===== src/rtl/sram_pkg.sv =====
// Shared definitions for the byte-wide BSRAM port: bridge FSM states and
// word/beat geometry used by the word bridge and the memory map.
package sram_pkg;

    typedef enum logic [1:0] {
        IDLE   = 2'd0,
        ACCESS = 2'd1,
        DRAIN  = 2'd2,
        RESP   = 2'd3
    } state_e;

    // One 32-bit word is moved as four byte beats.
    localparam int unsigned BEATS  = 4;
    localparam int unsigned BEAT_W = 2;

    localparam logic [BEAT_W-1:0] LAST_BEAT = BEAT_W'(BEATS - 1);

endpackage


===== src/rtl/sram_word_bridge.sv =====
// sram_word_bridge: initiator side of the byte-wide BSRAM port.
// Turns one 32-bit word request into four byte beats on the 8-bit SRAM port,
// then returns a one-cycle response (write: 5 cycles after accept, read: 6).
//
// Ports
//   clk_i, rst_i         clock, asynchronous active-high reset
//   req_valid_i/ready_o  request handshake; ready only while idle
//   req_we_i             1 = write, 0 = read
//   req_addr_i           byte address, [1:0] ignored (word aligned)
//   req_wdata_i/be_i     write data (byte0 = [7:0]) and byte enables
//   rsp_valid_o          one-cycle completion pulse
//   rsp_rdata_o          read data, held until the next read response
//   mem_clk_en_o/wrt_en_o/addr_o/data_o  SRAM control, address, write data
//   mem_data_i           SRAM read data, one cycle after a read beat
module sram_word_bridge
    import sram_pkg::*;
#(
    parameter int unsigned ADDR_WIDTH = 13
) (
    input  logic                  clk_i,
    input  logic                  rst_i,
    input  logic                  req_valid_i,
    output logic                  req_ready_o,
    input  logic                  req_we_i,
    input  logic [ADDR_WIDTH-1:0] req_addr_i,
    input  logic [31:0]           req_wdata_i,
    input  logic [3:0]            req_be_i,
    output logic                  rsp_valid_o,
    output logic [31:0]           rsp_rdata_o,
    output logic                  mem_clk_en_o,
    output logic                  mem_wrt_en_o,
    output logic [ADDR_WIDTH-1:0] mem_addr_o,
    output logic [7:0]            mem_data_o,
    input  logic [7:0]            mem_data_i
);

    localparam int unsigned BASE_W = ADDR_WIDTH - BEAT_W;

    state_e              state_q, state_d;
    logic [BEAT_W-1:0]   beat_q, beat_d;
    logic [BEAT_W-1:0]   prev_beat_c;
    logic                we_q, we_d;
    logic [BASE_W-1:0]   base_q, base_d;
    logic [31:0]         wdata_q, wdata_d;
    logic [3:0]          be_q, be_d;
    logic [23:0]         shadow_q, shadow_d;
    logic [31:0]         rdata_d;
    logic                accept_c;

    logic                req_ready_d;
    logic                rsp_valid_d;
    logic                mem_clk_en_d;
    logic                mem_wrt_en_d;
    logic [ADDR_WIDTH-1:0] mem_addr_d;
    logic [7:0]          mem_data_d;

    // Word alignment: the byte-offset bits of the request address carry no meaning.
    logic unused_addr_lsb;
    assign unused_addr_lsb = ^req_addr_i[BEAT_W-1:0];

    assign accept_c    = (state_q == IDLE) && req_valid_i;
    assign prev_beat_c = beat_q - BEAT_W'(1);

    // State register
    always_ff @(posedge clk_i or posedge rst_i) begin
        if (rst_i) begin
            state_q <= IDLE;
        end else begin
            state_q <= state_d;
        end
    end

    // Next-state logic
    always_comb begin
        state_d = state_q;
        case (state_q)
            IDLE:    if (accept_c) state_d = ACCESS;
            ACCESS:  if (beat_q == LAST_BEAT) state_d = we_q ? RESP : DRAIN;
            DRAIN:   state_d = RESP;
            RESP:    state_d = IDLE;
            default: state_d = IDLE;
        endcase
    end

    // Output / datapath next values; port signals are computed for the
    // upcoming cycle so the registered SRAM outputs line up with the beat.
    always_comb begin
        beat_d       = beat_q;
        we_d         = we_q;
        base_d       = base_q;
        wdata_d      = wdata_q;
        be_d         = be_q;
        shadow_d     = shadow_q;
        rdata_d      = rsp_rdata_o;
        mem_clk_en_d = 1'b0;
        mem_wrt_en_d = 1'b0;
        mem_addr_d   = '0;
        mem_data_d   = '0;
        rsp_valid_d  = (state_d == RESP);
        req_ready_d  = (state_d == IDLE);

        case (state_q)
            IDLE: begin
                if (accept_c) begin
                    we_d    = req_we_i;
                    base_d  = req_addr_i[ADDR_WIDTH-1:BEAT_W];
                    wdata_d = req_wdata_i;
                    be_d    = req_be_i;
                    beat_d  = '0;
                end
            end
            ACCESS: begin
                beat_d = beat_q + BEAT_W'(1);
                // Read data lags its beat by one cycle: capture the previous lane.
                if (!we_q && (beat_q != '0)) begin
                    shadow_d[{prev_beat_c, 3'b000} +: 8] = mem_data_i;
                end
            end
            DRAIN: begin
                // Last lane arrives now; assemble the response word directly.
                rdata_d = {mem_data_i, shadow_q};
            end
            default: ;
        endcase

        if (state_d == ACCESS) begin
            mem_addr_d = {base_d, beat_d};
            if (we_d) begin
                // Disabled lanes leave the port idle but still take their cycle.
                mem_clk_en_d = be_d[beat_d];
                mem_wrt_en_d = be_d[beat_d];
                mem_data_d   = wdata_d[{beat_d, 3'b000} +: 8];
            end else begin
                mem_clk_en_d = 1'b1;
            end
        end
    end

    // Datapath and output registers
    always_ff @(posedge clk_i or posedge rst_i) begin
        if (rst_i) begin
            beat_q       <= '0;
            we_q         <= 1'b0;
            base_q       <= '0;
            wdata_q      <= '0;
            be_q         <= '0;
            shadow_q     <= '0;
            rsp_rdata_o  <= '0;
            rsp_valid_o  <= 1'b0;
            req_ready_o  <= 1'b1;
            mem_clk_en_o <= 1'b0;
            mem_wrt_en_o <= 1'b0;
            mem_addr_o   <= '0;
            mem_data_o   <= '0;
        end else begin
            beat_q       <= beat_d;
            we_q         <= we_d;
            base_q       <= base_d;
            wdata_q      <= wdata_d;
            be_q         <= be_d;
            shadow_q     <= shadow_d;
            rsp_rdata_o  <= rdata_d;
            rsp_valid_o  <= rsp_valid_d;
            req_ready_o  <= req_ready_d;
            mem_clk_en_o <= mem_clk_en_d;
            mem_wrt_en_o <= mem_wrt_en_d;
            mem_addr_o   <= mem_addr_d;
            mem_data_o   <= mem_data_d;
        end
    end

endmodule

===== config.mk =====
export PLATFORM = sky130hd
export DESIGN_NAME = sram_word_bridge
export DESIGN_NICKNAME = d
export VERILOG_FILES = /design/src/rtl/sram_pkg.sv /design/src/rtl/sram_word_bridge.sv
export SDC_FILE = /design/constraint.sdc
export NUM_CORES = 1
export LEC_CHECK = 0
export ABC_AREA = 1
export CAP_MARGIN = 20
export CORE_UTILIZATION = 25
export DETAILED_ROUTE_END_ITERATION = 12
export DONT_BUFFER_PORTS = 1
export GPL_TIMING_DRIVEN = 0
export PLACE_DENSITY = 0.38
export REMOVE_ABC_BUFFERS = 1
export SYNTH_ARGS = -nofsm -noshare
export SYNTH_HDL_FRONTEND = slang
export SYNTH_SLANG_ARGS = --single-unit

===== constraint.sdc =====
create_clock -name clk_i -period 8.6 [get_ports clk_i]
set_clock_uncertainty 0.1 [all_clocks]
set_input_delay 1.29 -clock clk_i [delete_from_list [all_inputs] [get_ports clk_i]]
set_output_delay 1.29 -clock clk_i [all_outputs]
set_load 0.005 [all_outputs]

==> results of run 1 <==
==> worst paths after layout <==
check,startpoint,endpoint,slack (ns),depth (start not counted)
worst max-delay path,state_q[0],mem_clk_en_o,5.42,8
worst min-delay path,wdata_q[1],wdata_q[1],0.37,2
worst max register to register,state_q[0],mem_clk_en_o,5.42,8
worst min register to register,wdata_q[1],wdata_q[1],0.37,2
max in group asynchronous,rst_i,wdata_q[7],6.94,2
min in group asynchronous,rst_i,rsp_rdata_o[18],0.68,1
==> report_power, final <==
group	switching, mW	internal (mW)	total, mW	leakage (nW)
registers	0.157	0.919	1.08	1.64
logic	0.609	0.251	0.860	1.21
clock network	0.282	0.501	0.783	0.306
==> flip-flops by register name, indices dropped and copies added (netlist names) <==
| name | count |
|---|---|
| rsp_rdata_o | 32 |
| rsp_valid_o | 1 |
| mem_addr_o | 13 |
| we_q | 1 |
| beat_q | 2 |
| shadow_q | 24 |
| mem_clk_en_o | 1 |
| mem_wrt_en_o | 1 |
| state_q | 2 |
| base_q | 11 |
| wdata_q | 32 |
| req_ready_o | 1 |
| be_q | 4 |
| mem_data_o | 8 |
==> cell type report <==
type                    instances  share of cell area
flip-flops and latches        133              0.5210
multi-input cells             367              0.2771
clock buffers                  20             0.07147
well taps                     280             0.05483
inverters                      73             0.04367
clock inverters                12             0.02761
repair buffers                  1            0.004308
==> Yosys cell counts (3+ instances only) <==
cell type,number
buf_4,4
nand2_1,175
nand2_2,3
buf_6,3
dfrtp_1,132
a21oi_1,16
nor2_1,19
nor2_4,5
buf_2,17
nand3b_1,3
ha_1,5
o21ai_0,59
inv_2,4
clkbuf_1,4
nand3_1,53
inv_1,69
nand4_1,16
==> critical path, delay by kind of cell, from the launching register on <==
family                 cells  cell delay, ns
and+or+nand+nor            7            2.46
buffers and inverters      1            0.03
DFF                        1            0.48
==> cell families after synthesis <==
logic type               count (synthesis)  synth area share
AO/OA/AOI/OAI                           80           0.07406
flip-flops                             133            0.6008
buffers and inverters                  102           0.07970
adder cells (fa/ha/maj)                  5           0.01129
AND/OR/NAND/NOR                        282            0.2341
==> metrics by stage <==
| step | util | setup WS [ns] | instance area [um^2] | power, mW |
|---|---|---|---|---|
| floorplan | - | 3.657 | 5374 | 1.692 |
| global placement | 0.2631 | 2.032 | 5724 | 1.954 |
| detailed placement | 0.2646 | 5.316 | 5757 | 1.978 |
| CTS | 0.2937 | 5.307 | 6390 | 2.778 |
| global route | 0.2937 | 5.033 | 6390 | 2.967 |
| finish | 0.2937 | 5.421 | 6390 | 2.718 |
==> placed cells by master (no fill, tap or decap) <==
cell and n:
a21boi_1 1, a21oi_1 16, a21oi_2 1, buf_16 1, bufinv_16 4, clkbuf_1 1
clkbuf_16 17, clkbuf_8 2, clkinv_2 3, clkinv_4 2, clkinvlp_4 2, dfrtp_1 132
dfstp_2 1, ha_1 5, inv_1 68, inv_2 4, inv_6 2, nand2_1 175
nand2_2 3, nand2_4 2, nand3_1 53, nand3_2 2, nand3_4 1, nand3b_1 3
nand4_1 16, nor2_1 19, nor2_2 1, nor2_4 5, nor2_8 2, o21ai_0 59
o21ai_1 2, o21ai_2 1
==> layer usage <==
layer | GRT usage | vias to the layer above | part of all wire
met1 | 0.1621 | 1886 | 0.44
met2 | 0.1986 | 115 | 0.46
met5 | 0 | - | 0
li1 | - | 1893 | -
met3 | 0.05693 | 13 | 0.090
met4 | 0.04300 | 0 | 0.011
==> summary.txt, run 1 <==
Synth
  – Synth cell types: 28
  – Top FF cell, synth: dfrtp_1
  – Number of synthesized flops with an enable pin: 0
  – Largest cells by area after synthesis: dfrtp_1, nand2_1, o21ai_0
  – Sequential fraction of the synthesis area: 0.6008
  – Ys async rst share: 1.000
  – Post-Synthesis Cells: 602
  – Cell Area, Synth: 5542 um^2
  – Post-synth top area cell: dfrtp_1
  – Yosys Warn Count: 0
  – #FFs+latches synth: 133
  – Post-synth top area share: 0.5961
  – Mean Syn Cell Area: 9.205 um^2

STA
  – Max Slew Vio Count: 0
  – Hold Fails Final Rpt: 0
  – Final TNS setup: 0 ns
  – Fmax: 314.5 MHz
  – Worst relative slew slack: 0.3486
  – RSZ-0062 raised after global routing: false
  – Fin crit period: 3.179 ns
  – Tightest Pin Transition: 0.9747 ns
  – Period utilization: 0.3697
  – Hold_ws: 0.3684 ns
  – Setup Viol. Count Final: 0

Layout
  – Layout cell share with drive strength beyond 1: 0.09241
  – Register area: 3329 um^2
  – Total Nets Final: 659
  – Fillers: 2316
  – Area Overhead vs Synth: 15.31%
  – Final Instance Count excl. Fillers: 886
  – ANT cells: 0
  – Multi-input combinational cell area: 1770 um^2

Routing
  – Via/cell ratio: 4.410
  – First-pass DRT Iterations: 4
  – Initial DRC count: 194
  – Total number of vias: 3907
  – Avg WL per Cell: 15.69 um
  – DR DRC count: 0
  – Post-Route WL: 13900 um
  – Routed Antenna Nets: 0

Clock network
  – H-tree depth: 4
  – Hold buffer count at CTS: 0
  – Root Buffer: clkbuf_16
  – Skew-Pair Late Insertion Delay: 0.41 ns
  – Longest Clk Path Bufs: 2
  – Resized cells post-CTS: 0
  – Clk slew on worst S/H paths: 0.06 ns
  – Num CTS Buffers: 17
  – Post-CTS Setup Inserts: 0
  – CTS tree: yes
  – Clock Sinks: 133

Worst hold path
  – Hold WC Path Type: reg -> reg

Global routing
  – GRT overflow: 0
  – First-pass GRT wire length: 22010 um
  – Global Route Usage Sum: 0.1297
  – Number of global-route vias before repair: 3929
  – Initial antenna violation count: 0
  – Pin count of the biggest net entering global routing: 84

Worst setup path
  – Peak per-stage delay on the critical path: 0.77 ns
  – Arr. time, crit path: 3.39 ns
  – Worst Setup End Kind: flop
  – Worst EP required: 8.81 ns
  – Crit-path cells: nor2_4 -> nand2_4 -> nand3_2 -> nand2_1 -> nand3_1 -> nand3_1 -> nand2_1 -> inv_1
  – Worst-path maximum fanout: 63
  – Critical path launch point type: flop
  – WS Path Type: reg -> reg
  – CP max-delay cell: nor2_4

Pwr
  – Worst vdd ir: 0.0001991 V
  – Total power per unit cell area: 425.4 nW/um^2
  – Lkg Pwr: 3.155 nW

Placement
  – Placed cell count: 854
  – PortBufs: 0
  – DP HPWL: 8639 um
  – Routability cong.: 0.7469

Run status
  – Status: finished, final reports clean

Die
  – Core Area: 21760 um^2
  – Die Ht: 150.9 um
  – Initial Util: 0.2547
  – # rows: 54
  – Die Area: 22770 um^2
  – Io pins: 118
  – Die Wd: 150.9 um

Flow run
  – Max-cap check violation count: 0
Power figures use the tool's default switching activity.
==> run 2: changes to the inputs <==
==> constraint.sdc (replaced) <==
create_clock -name clk_i -period 3.26 [get_ports clk_i]
set_clock_uncertainty 0.1 [all_clocks]
set_input_delay 0.489 -clock clk_i [delete_from_list [all_inputs] [get_ports clk_i]]
set_output_delay 0.489 -clock clk_i [all_outputs]
set_load 0.005 [all_outputs]
==> summary.txt, run 2 (synthesis gave the netlist of run 1 again) <==
STA
  – Final TNS setup: 0 ns (unchanged)
  – Tightest Pin Transition: 0.8950 ns (-0.07971 ns)
  – RSZ-0062 raised after global routing: false
  – Fmax: 349.2 MHz (+11%)
  – Hold Fails Final Rpt: 0 (unchanged)
  – Worst relative slew slack: 0.4027 (+0.05404)
  – Period utilization: 0.8785 (+0.5088)
  – Fin crit period: 2.864 ns (-0.3155 ns)
  – Max Slew Vio Count: 0 (unchanged)
  – Setup Viol. Count Final: 0 (unchanged)

Worst hold path
  – Worst Hold Depth: 2 (unchanged)
  – Hold Path End: rsp_rdata_o[25]
  – Hold WC Path Type: in -> reg
  – HP Start: mem_data_i[1]

Worst setup path
  – WS Path Type: reg -> reg
  – Arr. time, crit path: 3.07 ns (-0.32 ns)
  – Worst EP required: 3.47 ns (-5.34 ns)
  – Worst Setup End Kind: flop
  – R2R Setup Slk: 0.40 ns (-5.02 ns)
  – Beginning of the worst register-to-register path: state_q[0]
  – Critical path launch point type: flop
  – Worst-path maximum fanout: 63 (unchanged)
  – FF-to-FF End: mem_clk_en_o
  – Worst Reg-to-Reg Cells: 8 (unchanged)

Clock network
  – Root Buffer: clkbuf_16
  – Longest Clk Path Bufs: 2 (unchanged)
  – Clock Sinks: 133 (unchanged)
  – Skew-Pair Late Insertion Delay: 0.41 ns (about the same)
  – Post-CTS Setup Inserts: 0 (unchanged)
  – H-tree depth: 4 (unchanged)
  – Clk slew on worst S/H paths: 0.06 ns (about the same)
  – CTS tree: yes
  – Num CTS Buffers: 17 (unchanged)

Die
  – # rows: 54 (unchanged)
  – Io pins: 118 (unchanged)
  – Core Area: 21760 um^2 (unchanged)
  – Die Area: 22770 um^2 (unchanged)
  – Die Wd: 150.9 um (unchanged)
  – Initial Util: 0.2547 (unchanged)
  – Die Ht: 150.9 um (unchanged)

Pwr
  – Worst vdd ir: 0.0004889 V (+150%)
  – Lkg Pwr: 3.161 nW (+0.17%)
  – Clock share of power: 0.287 (about the same)
  – Sw Share: 0.3864 (+0.001225)
  – Gate power share: 0.317 (about the same)
  – Total power per unit cell area: 1123 nW/um^2 (+160%)
  – Sequential power share: 0.396 (about the same)
  – Switching pwr: 2.779 mW (+170%)
  – Pint: 4.413 mW (+160%)

Routing
  – Met3 WL: 1257 um (about the same)
  – Met2 wire length: 6456 um (+1.0%)
  – Via/cell ratio: 4.432 (+0.52%)
  – Routed Antenna Nets: 0 (unchanged)
  – Avg WL per Cell: 15.91 um (+1.4%)
  – Total number of vias: 3936 (+0.74%)
  – DR DRC count: 0 (unchanged)
  – Initial DRC count: 169 (-13%)
  – WL met1: 6264 um (+2.7%)
  – Post-Route WL: 14130 um (+1.7%)
  – First-pass DRT Iterations: 4 (unchanged)
  – DR top layer: met4

Global routing
  – Global Route Usage Sum: 0.1322 (+0.002534)
  – GRT overflow: 0 (unchanged)
  – Pin count of the biggest net entering global routing: 84 (unchanged)
  – First-pass GRT wire length: 22360 um (+1.6%)
  – Initial antenna violation count: 0 (unchanged)
  – Number of global-route vias before repair: 3954 (+0.64%)

Layout
  – Largest regs: rsp_rdata_o x32, wdata_q x32, shadow_q x24
  – Most frequent cells in the layout: nand2_1, dfrtp_1, inv_1, o21ai_0, nand3_1
  – ANT cells: 0 (unchanged)
  – Total Nets Final: 661 (+0.30%)
  – Multi-input combinational cell area: 1777 um^2 (+0.35%)
  – Commonest non-fill, non-tap cell in the layout: nand2_1
  – Area Overhead vs Synth: 15.60%
  – Fillers: 2316 (unchanged)
  – Final Instance Count excl. Fillers: 888 (+0.23%)
  – Layout cell share with drive strength beyond 1: 0.09375 (+0.001341)
  – Register area: 3329 um^2 (unchanged)

Placement
  – Routability cong.: 0.7469 (unchanged)
  – PortBufs: 0 (unchanged)
  – DP HPWL: 8639 um (unchanged)
  – Placed cell count: 854 (unchanged)

Flow run
  – Max-cap check violation count: 0 (unchanged)

Run status
  – Status: finished, final reports clean
[run 2: changes by cell type in the layout (fill, tap and decap cells not counted)]
cell / before / now
dlygate4sd3_1: 0 / 1
nor2_2: 1 / 2
[run 2: worst max-delay path: stages, from the launching register on]
cell and delay, ns:
dfrtp_1 0.52, nor2_4 0.55, nand2_4 0.55, nand3_2 0.60, nand2_1 0.12, nand3_1 0.13
nand3_1 0.07, nand2_1 0.06, inv_1 0.03
[run 2: routing by layer]
metal | track usage | up-vias
li1 | - | 1903
met1 | 0.1675 | 1910
met2 | 0.2011 | 110
met3 | 0.05693 | 13
met4 | 0.04300 | 0
met5 | 0 | -
[run 2: worst max-delay path by stage]
stage               startpoint      endpoint  depth (start not counted)
floorplan                rst_i     base_q[0]                          1
global placement         rst_i    wdata_q[8]                          1
detailed placement  state_q[0]  mem_clk_en_o                          8
CTS                 state_q[0]  mem_clk_en_o                          8
global route        state_q[0]  mem_clk_en_o                          8
finish              state_q[0]  mem_clk_en_o                          8
[run 2: timing repair]
action                                  4_1_cts  5_1_grt
gates resized for setup                       0        0
endpoints found under the setup margin        3        0
hold buffers                                  1        0
endpoints found under the hold margin        50        0
[run 2: final cells by class]
| class | count | share of cell area |
|---|---|---|
| inverter | 73 | 0.04355 |
| tap | 280 | 0.05469 |
| timing repair buffer | 2 | 0.005859 |
| clock inverter | 12 | 0.02754 |
| sequential | 133 | 0.5197 |
| clock buffer | 20 | 0.07129 |
| multi-input combinational | 368 | 0.2773 |
[run 2: stage by stage]
step / util / hold WS (ns) / power (mW) / instance area, um^2 / setup slack [ns]
floorplan: - / 0.3379 / 4.463 / 5374 / -0.8817
global placement: 0.2631 / 0.3524 / 5.155 / 5724 / -2.507
detailed placement: 0.2646 / 0.3254 / 5.219 / 5757 / -0.02388
CTS: 0.2945 / 0.06916 / 7.360 / 6406 / 0.2443
global route: 0.2945 / 0.06894 / 7.856 / 6406 / 0.01315
finish: 0.2945 / 0.09395 / 7.191 / 6406 / 0.3961
[run 2: power by group through the flow]
stage / sequential (mW) / clock (mW) / combinational (mW)
2_1_floorplan: 2.74 / 0 / 1.72
3_3_place_gp: 2.87 / 0 / 2.29
3_5_place_dp: 2.88 / 0 / 2.34
4_1_cts: 2.87 / 2.12 / 2.37
5_1_grt: 2.95 / 2.20 / 2.71
6_report: 2.85 / 2.07 / 2.28
==> run 3: changes to the inputs <==
--- a/config.mk
+++ b/config.mk
@@ -11,6 +11,7 @@
 export DETAILED_ROUTE_END_ITERATION = 12
 export DONT_BUFFER_PORTS = 1
 export GPL_TIMING_DRIVEN = 0
+export HOLD_SLACK_MARGIN = 0.15
 export PLACE_DENSITY = 0.38
 export REMOVE_ABC_BUFFERS = 1
 export SYNTH_ARGS = -nofsm -noshare
==> constraint.sdc (replaced) <==
create_clock -name clk_i -period 2.9 [get_ports clk_i]
set_clock_uncertainty 0.1 [all_clocks]
set_input_delay 0.435 -clock clk_i [delete_from_list [all_inputs] [get_ports clk_i]]
set_output_delay 0.435 -clock clk_i [all_outputs]
set_load 0.005 [all_outputs]
==> summary.txt, run 3 (synthesis gave the netlist of run 1 again) <==
Placement
  – Routability cong.: 0.7469 (unchanged)
  – DP HPWL: 8639 um (unchanged)
  – Placed cell count: 854 (unchanged)
  – PortBufs: 0 (unchanged)

Layout
  – Final Util: 0.3371 (+0.04262)
  – Commonest non-fill, non-tap cell in the layout: nand2_1
  – ANT cells: 0 (unchanged)
  – Total Nets Final: 753 (+14%)
  – Fillers: 2261 (-2.4%)
  – Largest regs: rsp_rdata_o x32, wdata_q x32, shadow_q x24
  – Layout cell share with drive strength beyond 1: 0.08714 (-0.006607)
  – Final Instance Count excl. Fillers: 980 (+10%)
  – Area Overhead vs Synth: 32.33%
  – Most frequent cells in the layout: nand2_1, dfrtp_1, dlygate4sd3_1, inv_1, o21ai_0

Die
  – Die Wd: 150.9 um (unchanged)
  – Die Area: 22770 um^2 (unchanged)
  – Initial Util: 0.2547 (unchanged)
  – # rows: 54 (unchanged)
  – Core Area: 21760 um^2 (unchanged)
  – Die Ht: 150.9 um (unchanged)
  – Io pins: 118 (unchanged)

Pwr
  – Total power per unit cell area: 1140 nW/um^2 (+1.5%)
  – Lkg Pwr: 3.470 nW (+9.8%)
  – Power after layout: 8.357 mW (+16%)
  – Sw Share: 0.3848 (-0.001528)
  – Gate power share: 0.338 (+0.021)
  – Sequential power share: 0.384 (-0.012)
  – Clock share of power: 0.278 (-0.009)
  – Pint: 5.141 mW (+16%)
  – Worst vdd ir: 0.0004215 V (-14%)
  – Switching pwr: 3.216 mW (+16%)

Worst setup path
  – Arr. time, crit path: 2.91 ns (-0.16 ns)
  – Worst EP required: 3.14 ns (-0.33 ns)
  – Beginning of the worst register-to-register path: state_q[0]
  – Critical path launch point type: flop
  – Critical Path Most Common Cell: nand2_1
  – Crit-path cells: nor2_2 -> nand3_1 -> dlygate4sd3_1 -> nand2_1 -> nand2_1 -> nand3_1 -> nand2_1 -> a21oi_1
  – Peak per-stage delay on the critical path: 0.81 ns (+0.21 ns)
  – WS Path Type: reg -> reg
  – Worst Setup End Kind: flop
  – CP max-delay cell: nor2_2
  – CP startpoint: state_q[0]
  – Worst-path maximum fanout: 19 (-70%)

Routing
  – Initial DRC count: 164 (-3.0%)
  – DR DRC count: 0 (unchanged)
  – Post-Route WL: 14750 um (+4.4%)
  – First-pass DRT Iterations: 4 (unchanged)
  – Total number of vias: 4300 (+9.2%)
  – Routed Antenna Nets: 0 (unchanged)
  – Via/cell ratio: 4.388 (-1.0%)
  – Avg WL per Cell: 15.05 um (-5.4%)

STA
  – RSZ-0062 raised after global routing: false
  – Period utilization: 0.9228 (+0.04430)
  – Max Slew Vio Count: 0 (unchanged)
  – Hold Fails Final Rpt: 0 (unchanged)
  – Worst relative slew slack: 0.3686 (-0.03406)
  – Hold_ws: 0.2580 ns (+0.1641 ns)
  – Tightest Pin Transition: 0.9461 ns (+0.05103 ns)
  – Fin crit period: 2.676 ns (-0.1878 ns)
  – Fmax: 373.7 MHz (+7.0%)
  – Setup Viol. Count Final: 0 (unchanged)
  – Final TNS setup: 0 ns (unchanged)

Worst hold path
  – HP Start: req_we_i
  – Hold WC Path Type: in -> reg

Run status
  – Status: finished, final reports clean

Global routing
  – Number of global-route vias before repair: 4377 (+11%)
  – First-pass GRT wire length: 23510 um (+5.1%)
  – Global Route Usage Sum: 0.1377 (+0.005540)
  – Initial antenna violation count: 0 (unchanged)
  – GRT overflow: 0 (unchanged)
  – Pin count of the biggest net entering global routing: 84 (unchanged)

Clock network
  – Clock Sinks: 133 (unchanged)
  – CTS tree: yes
  – H-tree depth: 4 (unchanged)
  – Root Buffer: clkbuf_16
  – Clk slew on worst S/H paths: 0.06 ns (about the same)
  – Skew-Pair Late Insertion Delay: 0.41 ns (about the same)
  – Longest Clk Path Bufs: 2 (unchanged)
  – Num CTS Buffers: 17 (unchanged)

Flow run
  – Max-cap check violation count: 0 (unchanged)
-- run 3: cell types whose count changed in the layout (fill, tap and decap cells not counted) --
cell,delta
nand3_4,+1
nand2_8,+1
nand2_4,-1
buf_4,+4
nand3_2,-1
dlygate4sd3_1,+88
-- run 3: area by class of cell --
cell class | instances | area (um^2) | share of cell area
sequential | 133 | 3329 | 0.4540
timing repair buffer | 94 | 948.4 | 0.1293
clock inverter | 12 | 176.4 | 0.02406
multi-input combinational | 368 | 1793 | 0.2445
tap | 280 | 350.3 | 0.04777
inverter | 73 | 279.0 | 0.03805
clock buffer | 20 | 456.7 | 0.06228
-- run 3: power groups by stage --
stage	combinational [mW]	clock, mW	sequential, mW
floorplan	1.94	0	3.08
global placement	2.57	0	3.22
detailed placement	2.63	0	3.24
CTS	2.85	2.39	3.22
global route	3.30	2.48	3.31
finish	2.82	2.33	3.21
-- run 3: stage by stage --
stage,setup slack (ns),area (um^2)
floorplan,-1.188,5374
global placement,-2.813,5724
detailed placement,-0.3839,5757
CTS,0.09725,7303
global route,0.04346,7333
finish,0.2239,7333
-- run 3: final timing paths --
check / cells past startpoint / endpoint / slack, ns
min in group asynchronous: 2 / rsp_rdata_o[18] / 0.46
min reg2reg: 2 / wdata_q[15] / 0.37
max: 8 / mem_data_o[4] / 0.22
min: 2 / we_q / 0.26
max in group asynchronous: 3 / wdata_q[7] / 1.46
max reg2reg: 8 / mem_data_o[4] / 0.22
-- run 3: per-layer routing --
layer / part of all wire / global-route usage / up-vias
li1: - / - / 2086
met4: 0.0085 / 0.04250 / 0
met5: 0 / 0 / -
met3: 0.063 / 0.04639 / 11
met2: 0.48 / 0.2264 / 112
met1: 0.45 / 0.1696 / 2091
-- run 3: timing repair --
item / 4_1_cts / 5_1_grt
cloned: 1 / 0
setup endpoints to repair: 12 / 8
pin swaps: 1 / 1
resized for setup: 2 / 0
hold buffers: 89 / 0
hold endpoints to repair: 139 / 0
buffers inserted: 0 / 4
-- run 3: critical path: cells and delay by family, from the launching register on --
kind | cells | cell delay, ns
AO/OA/AOI/OAI | 1 | 0.12
buffers and inverters | 1 | 0.61
flip-flops | 1 | 0.53
AND/OR/NAND/NOR | 6 | 1.25
